[config.mk]
export PLATFORM = sky130hd
export DESIGN_NAME = delay_arbiter
export DESIGN_NICKNAME = d
export VERILOG_FILES = /design/src/rtl/delay_arbiter.sv
export SDC_FILE = /design/constraint.sdc
export NUM_CORES = 1
export LEC_CHECK = 0
export CAP_MARGIN = 20
export CORE_UTILIZATION = 46
export DETAILED_ROUTE_END_ITERATION = 8
export PLACE_DENSITY = 0.8
export SYNTH_ARGS = -nofsm -noshare
export SYNTH_HDL_FRONTEND = slang
export SYNTH_SLANG_ARGS = --single-unit
[constraint.sdc]
create_clock -name clock -period 3.1 [get_ports clock]
set_input_delay 0.93 -clock clock [delete_from_list [all_inputs] [get_ports clock]]
set_output_delay 0.93 -clock clock [all_outputs]
set_load 0.03 [all_outputs]
[src/rtl/delay_arbiter.sv]
// delay_arbiter
//   Shares one 2 ms delay generator among NUM_REQ requesters. Requesters are
//   served one at a time in round-robin order. The arbiter enables the
//   generator, counts its done pulses and returns a one-cycle completion
//   pulse to the requester it served.
//
//   Parameters:
//     NUM_REQ  number of requesters (2..8)
//     TICK_W   width of each requested tick count
//
//   Ports:
//     clock      system clock
//     reset      synchronous, active-high reset
//     req        level request, one bit per requester
//     reqTicks   tick count of requester i at [i*TICK_W +: TICK_W], sampled at grant
//     grant      one-hot, high while requester i is served
//     done       one-cycle completion pulse to the served requester
//     busy       high while a service is running or completing
//     delayEn    enable to the delay generator
//     delayDone  tick pulse from the delay generator
//
//   Optional feature (macro DELAY_ARBITER_ABORT_EN): when defined, a served
//   requester that drops its req while running aborts the service without a
//   done pulse. When undefined, req is ignored after grant.
//
//   All outputs are flops decoded from the state held during the previous
//   cycle, so they trail the state register by one clock.
module delay_arbiter #(
  parameter int NUM_REQ = 4,
  parameter int TICK_W  = 8
) (
  input  logic                      clock,
  input  logic                      reset,
  input  logic [NUM_REQ-1:0]        req,
  input  logic [NUM_REQ*TICK_W-1:0] reqTicks,
  output logic [NUM_REQ-1:0]        grant,
  output logic [NUM_REQ-1:0]        done,
  output logic                      busy,
  output logic                      delayEn,
  input  logic                      delayDone
);

  localparam int IDX_W = $clog2(NUM_REQ);

  typedef enum logic [1:0] {IDLE, RUN, DONE} state_t;

  state_t              state_q, state_d;
  logic [IDX_W-1:0]    win_q, win_d;
  logic [IDX_W-1:0]    last_win_q, last_win_d;
  logic [TICK_W-1:0]   tick_cnt_q, tick_cnt_d;
  logic [NUM_REQ-1:0]  grant_q, grant_d;
  logic [NUM_REQ-1:0]  done_q, done_d;
  logic                busy_q, busy_d;
  logic                delay_en_q, delay_en_d;

  logic [IDX_W-1:0]    pick;
  logic [TICK_W-1:0]   pick_ticks;

  // Round-robin winner: offsets are scanned from the farthest back to the
  // nearest so the closest requester above lastWin is the last one written.
  always_comb begin
    pick = last_win_q;
    for (int off = NUM_REQ; off >= 1; off--) begin
      if (req[(int'(last_win_q) + off) % NUM_REQ]) begin
        pick = IDX_W'((int'(last_win_q) + off) % NUM_REQ);
      end
    end
    pick_ticks = reqTicks[int'(pick)*TICK_W +: TICK_W];
  end

  // Next-state logic.
  always_comb begin
    state_d    = state_q;
    win_d      = win_q;
    last_win_d = last_win_q;
    tick_cnt_d = tick_cnt_q;
    case (state_q)
      IDLE: begin
        if (|req) begin
          win_d      = pick;
          last_win_d = pick;
          tick_cnt_d = pick_ticks;
          state_d    = (pick_ticks == '0) ? DONE : RUN;
        end
      end
      RUN: begin
`ifdef DELAY_ARBITER_ABORT_EN
        // A final tick landing in the same cycle as the drop still completes.
        if (delayDone && tick_cnt_q == TICK_W'(1)) begin
          tick_cnt_d = tick_cnt_q - 1'b1;
          state_d    = DONE;
        end else if (!req[win_q]) begin
          state_d = IDLE;
        end else if (delayDone) begin
          tick_cnt_d = tick_cnt_q - 1'b1;
        end
`else
        if (delayDone) begin
          tick_cnt_d = tick_cnt_q - 1'b1;
          if (tick_cnt_q == TICK_W'(1)) begin
            state_d = DONE;
          end
        end
`endif
      end
      DONE: begin
        state_d = IDLE;
      end
      default: begin
        state_d = IDLE;
      end
    endcase
  end

  // Output decode from the current state; registered below.
  always_comb begin
    grant_d    = '0;
    done_d     = '0;
    busy_d     = 1'b0;
    delay_en_d = 1'b0;
    case (state_q)
      RUN: begin
        grant_d[win_q] = 1'b1;
        busy_d         = 1'b1;
        delay_en_d     = 1'b1;
      end
      DONE: begin
        done_d[win_q] = 1'b1;
        busy_d        = 1'b1;
      end
      default: begin
      end
    endcase
  end

  always_ff @(posedge clock) begin
    if (reset) begin
      state_q    <= IDLE;
      win_q      <= '0;
      last_win_q <= IDX_W'(NUM_REQ - 1);
      tick_cnt_q <= '0;
      grant_q    <= '0;
      done_q     <= '0;
      busy_q     <= 1'b0;
      delay_en_q <= 1'b0;
    end else begin
      state_q    <= state_d;
      win_q      <= win_d;
      last_win_q <= last_win_d;
      tick_cnt_q <= tick_cnt_d;
      grant_q    <= grant_d;
      done_q     <= done_d;
      busy_q     <= busy_d;
      delay_en_q <= delay_en_d;
    end
  end

  assign grant   = grant_q;
  assign done    = done_q;
  assign busy    = busy_q;
  assign delayEn = delay_en_q;

endmodule
# Yosys cells after proc, flatten, opt, wreduce, memory -nomap -nowiden
# Cells that the tools add are included.
# totals
register_bits	24
out_inout_bits	10
inputBits	39
elab_cells	75
# op_classes
order_cmp	6
mux	28
add_sub_neg	5
shifts	1
eq_ne	6
n_bitwise	6
reduce_logical	15
# op_table
op	n
32-bit by 6-bit indexed part select with 8-bit output	1
3-bit by 4-bit < comparator with 1-bit output, second input constant	4
2-bit two-way mux	8
8-bit two-way mux	2
8-bit one-hot mux with 2 select lines	1
2-bit OR reduction	7
1-bit two-way mux	11
1-bit binary-select mux with 2-bit select	4
8-bit by 1-bit equality test with 1-bit output, second input constant	1
8-bit zero test	1
8-bit by 1-bit subtractor with 8-bit output, second input constant	1
2-bit != test, second input constant	3
3-bit AND reduction	2
2-bit by 1-bit adder with 2-bit output, second input constant	2
2-bit adder, second input constant	2
1-bit bitwise AND, first input constant	4
2-bit one-hot mux with 2 select lines	1
4-bit OR reduction	1
2-bit by 3-bit < comparator with 1-bit output, second input constant	1
1-bit demux with 2-bit select	1
2-bit by 1-bit equality test with 1-bit output, second input constant	1
2-bit equality test, second input constant	1
2-bit by 1-bit >= comparator with 1-bit output, second input constant	1
2-bit zero test	1
4 further kinds	5

# Depth between registers and ports, before layout
# logic_depth
word_depth	15
mapped_depth	8
depth_no_buf	8

# Worst setup path before layout
# No wires, ideal clock.
# synth_timing
path_kind	input port to flip-flop
start	input port req[3]
end	register tick_cnt_q[0]
cell_stages	5
arrival_ps	2405
n_path_buf	0
slack_ps	575
t_required_ps	2980
setup_ps	120
cell_sequence	nor2b_2 > o21a_1 > a221oi_2 > mux4_1 > a211o_1
# synth_between
elab_chain_len	10
elab_cells_between_ends	22
cone_classes	eq/ne: 1; shift: 1; mux: 18; reduce/logical: 2
# synth_lines
element	line	rtl
start: declaration	34	input logic [NUM_REQ-1:0] req,
1-bit binary-select mux with 2-bit select	64	if (req[(int'(last_win_q) + off) % NUM_REQ]) begin
1-bit two-way mux (not written as such) (2 in a row)	64	
2-bit two-way mux (4 in a row)	64	
32-bit by 6-bit indexed part select with 8-bit output	68	pick_ticks = reqTicks[int'(pick)*TICK_W +: TICK_W];
8-bit two-way mux	79	if (|req) begin
8-bit one-hot mux with 2 select lines	77	case (state_q)
end signal: assignment	150	tick_cnt_q <= tick_cnt_d;
end: declaration	50	logic [TICK_W-1:0] tick_cnt_q, tick_cnt_d;
# Several ways; a longest one is shown, not always the timed one. The select of a mux whose other input is x is not followed.
# A chain may end at the register's enable or synchronous reset.

# Worst setup path in the final report
# Ends and elaborated chain as after synthesis.

==> results.yml <==
routing:
  vias: 1510
  final_antenna_net_count: 0
  via_per_inst: 5.70
  drcViolationCount: 0
  drt-wirelength-per-cell_um: 14.3
  dr.pass1.iters: 4
  drt_first_iter_violations: 69
  drt-total-wl_um: 3790
floorplan:
  start_util: 0.485
  rows: 20
  fp.dieArea_um2: 3480
  die-height_um: 59.0
  ioPinCount: 49
  core_um2: 3080
  die_w_um: 59.0
run_status:
  status: "completed"
cts:
  cts_max_path_buffers: 2
  cts_tree: "built"
  clkTransAtPathRegs_ps: 140
  cts_setup_buffers: 0
  cts_resized: 0
  numCtsBuffers: 3
  cts.sinks: 24
  postCtsHoldBufs: 0
  cts_htree_levels: 1
  cts_root_buffer: "clkbuf_4"
  clk_latency_ps: 330
synth:
  syn_area_um2: 1490
  syn_inst: 165
  avgSynthCellArea_um2: 9.05
  synth-seq-area-share: 0.322
  yosys_warnings: 0
  synth_area_leader_cell: "dfxtp_1"
  synth-edff-count: 0
  synth_ff_type: "dfxtp_1"
  synth.net_count: 209
  synth_top_area_frac: 0.322
  yosys-top-cells-area: "dfxtp_1 (32%), mux4_2 (7.5%), nand2_1 (4.8%)"
  ys_seq_elements: 24
  synthArstFlopShare: 0
  synth_cell_types: 46
cells_and_area:
  drive_above_1_share: 0.136
  nets: 266
  layout_commonest_cell: "clkdlybuf4s50_1"
  layout_common_cells: "clkdlybuf4s50_1 (48), dfxtp_1 (24), nand2_1 (19)"
  instances_no_fill: 265
  area_growth_pct: 42.0
  diodes: 0
  final_util: 0.689
run:
  cap_viol_max_count: 0
global_routing:
  grt.met3_usage: 0.0437
  top_usage_layer: "met2"
  use_met2: 0.456
  grt_pass1_wl_um: 6350
  use_met1: 0.255
  grt.overflow.total: 0
  antenna_found_initial: 0
  grt.total_usage: 0.242
  grt_pass1_vias: 1557
  grt_max_degree: 15
critical_path:
  crit_slowest_cell: "mux4_1"
  critPathTopFamily: "compound AO/OA/AOI/OAI gates"
  critical_path.cell_chain: "clkdlybuf4s50_1 > nor2b_2 > o21a_1 > a221oi_2 > buf_4 > mux4_1 > a211o_1"
  critPathKind: "input pin to flop"
  cp_max_fo: 9
  crit_buf_inv: 2
  cp-start-kind: "input pin"
  cp.required_ps: 3330
  end_kind: "flop"
  critPathArrivalTime_ps: 3030
  cpPeakStageDelay_ps: 580
sta:
  finalCritPeriodShare: 0.901
  maxSlewHeadroom: 0.523
  fmax_ghz: 0.358
  worst_pin_slew_ps: 710
  finClkSkew_ps: 4.26
  setup_viol: 0
  holdWs_ps: 520
  maxSlewViolCount: 0
  rsz0062_at_grt: "no"
  fin_crit_ps: 2790
  hold_violations: 0
pwr:
  p_leak_nw: 0.859
  p_per_area_nw_per_um2: 757
  ir_drop_uv: 329
  power_mw: 1.60
place:
  dp.cells: 261
  dp_hpwl_um: 3110
  gp_congestion: 0.870
  io_buffers: 48
hold_path:
  hold_class: "flop to flop"
[synth_stat cells (2+ instances only)]
master and count:
o21ai_0 6, ha_1 5, clkbuf_1 2, nor2b_1 3
o22ai_1 3, o21ai_2 3, a21o_1 3, mux4_2 5
a32o_1 2, nor2_1 15, nand2b_1 4, a31oi_1 2
inv_1 13, buf_2 2, mux2i_1 4, dfxtp_1 24
nor3_1 8, nor4_1 9, nand2_1 19, a21oi_1 5
mux4_1 2, mux2_1 2
[path summary, 6_finish.rpt]
check / start / to / slack [ps] / depth (start not counted)
max reg2reg: last_win_q[0] / tick_cnt_q[0] / 1010 / 6
min: state_q[0] / state_q[0] / 520 / 2
max: req[3] / tick_cnt_q[0] / 310 / 7
min reg2reg: state_q[0] / state_q[0] / 520 / 2
[power breakdown]
group,leakage (nW),internal (mW),switching [mW]
registers,0.197,0.400,0.0839
clock network,0.0279,0.131,0.102
logic,0.634,0.424,0.464
[area by class of cell]
type	count	area (um^2)
fillers	233	957
multi-input cells	123	936
repair buffers	57	548
flip-flops and latches	24	480
well taps	44	55.1
inverters	13	48.8
clock inverters	1	30.0
clock buffers	3	22.5
[stage by stage]
stage | TNS [ps] | instance area (um^2) | worst slack [ps]
final | 0 | 2120 | 305
after global routing | 0 | 2120 | 243
after CTS | 0 | 2120 | 306
after detailed placement | -54.0 | 2070 | -51.6
after global placement | 0 | 2070 | 58.4
after floorplan | 0 | 1490 | 575
[tightest hold or removal path, cell delays in order (launching register included)]
cell and delay (ps):
dfxtp_1 350, nand3_1 80, o41ai_2 60
[cell families (layout without fill, tap and decap cells)]
kind of cell,count (synthesis),count (layout),share of synthesized area
buffers and inverters,18,74,0.0519
and+or+nand+nor,65,65,0.221
adders and majority gates,5,5,0.0419
AOI/OAI and AO/OA,40,40,0.211
muxes,13,13,0.152
DFF,24,24,0.322
[routing by layer]
layer  vias up  wire length, um
met3        10              277
met4         0              101
li1        730                -
met2        88             1910
met5         -                0
met1       682             1510
[state kept, by name, indices dropped and copies added, names as in the netlist]
register    flops
busy            1
last_win_q      2
tick_cnt_q      8
state_q         2
grant           4
delayEn         1
done            4
win_q           2
No activity file was read; power rests on OpenSTA's default activity.
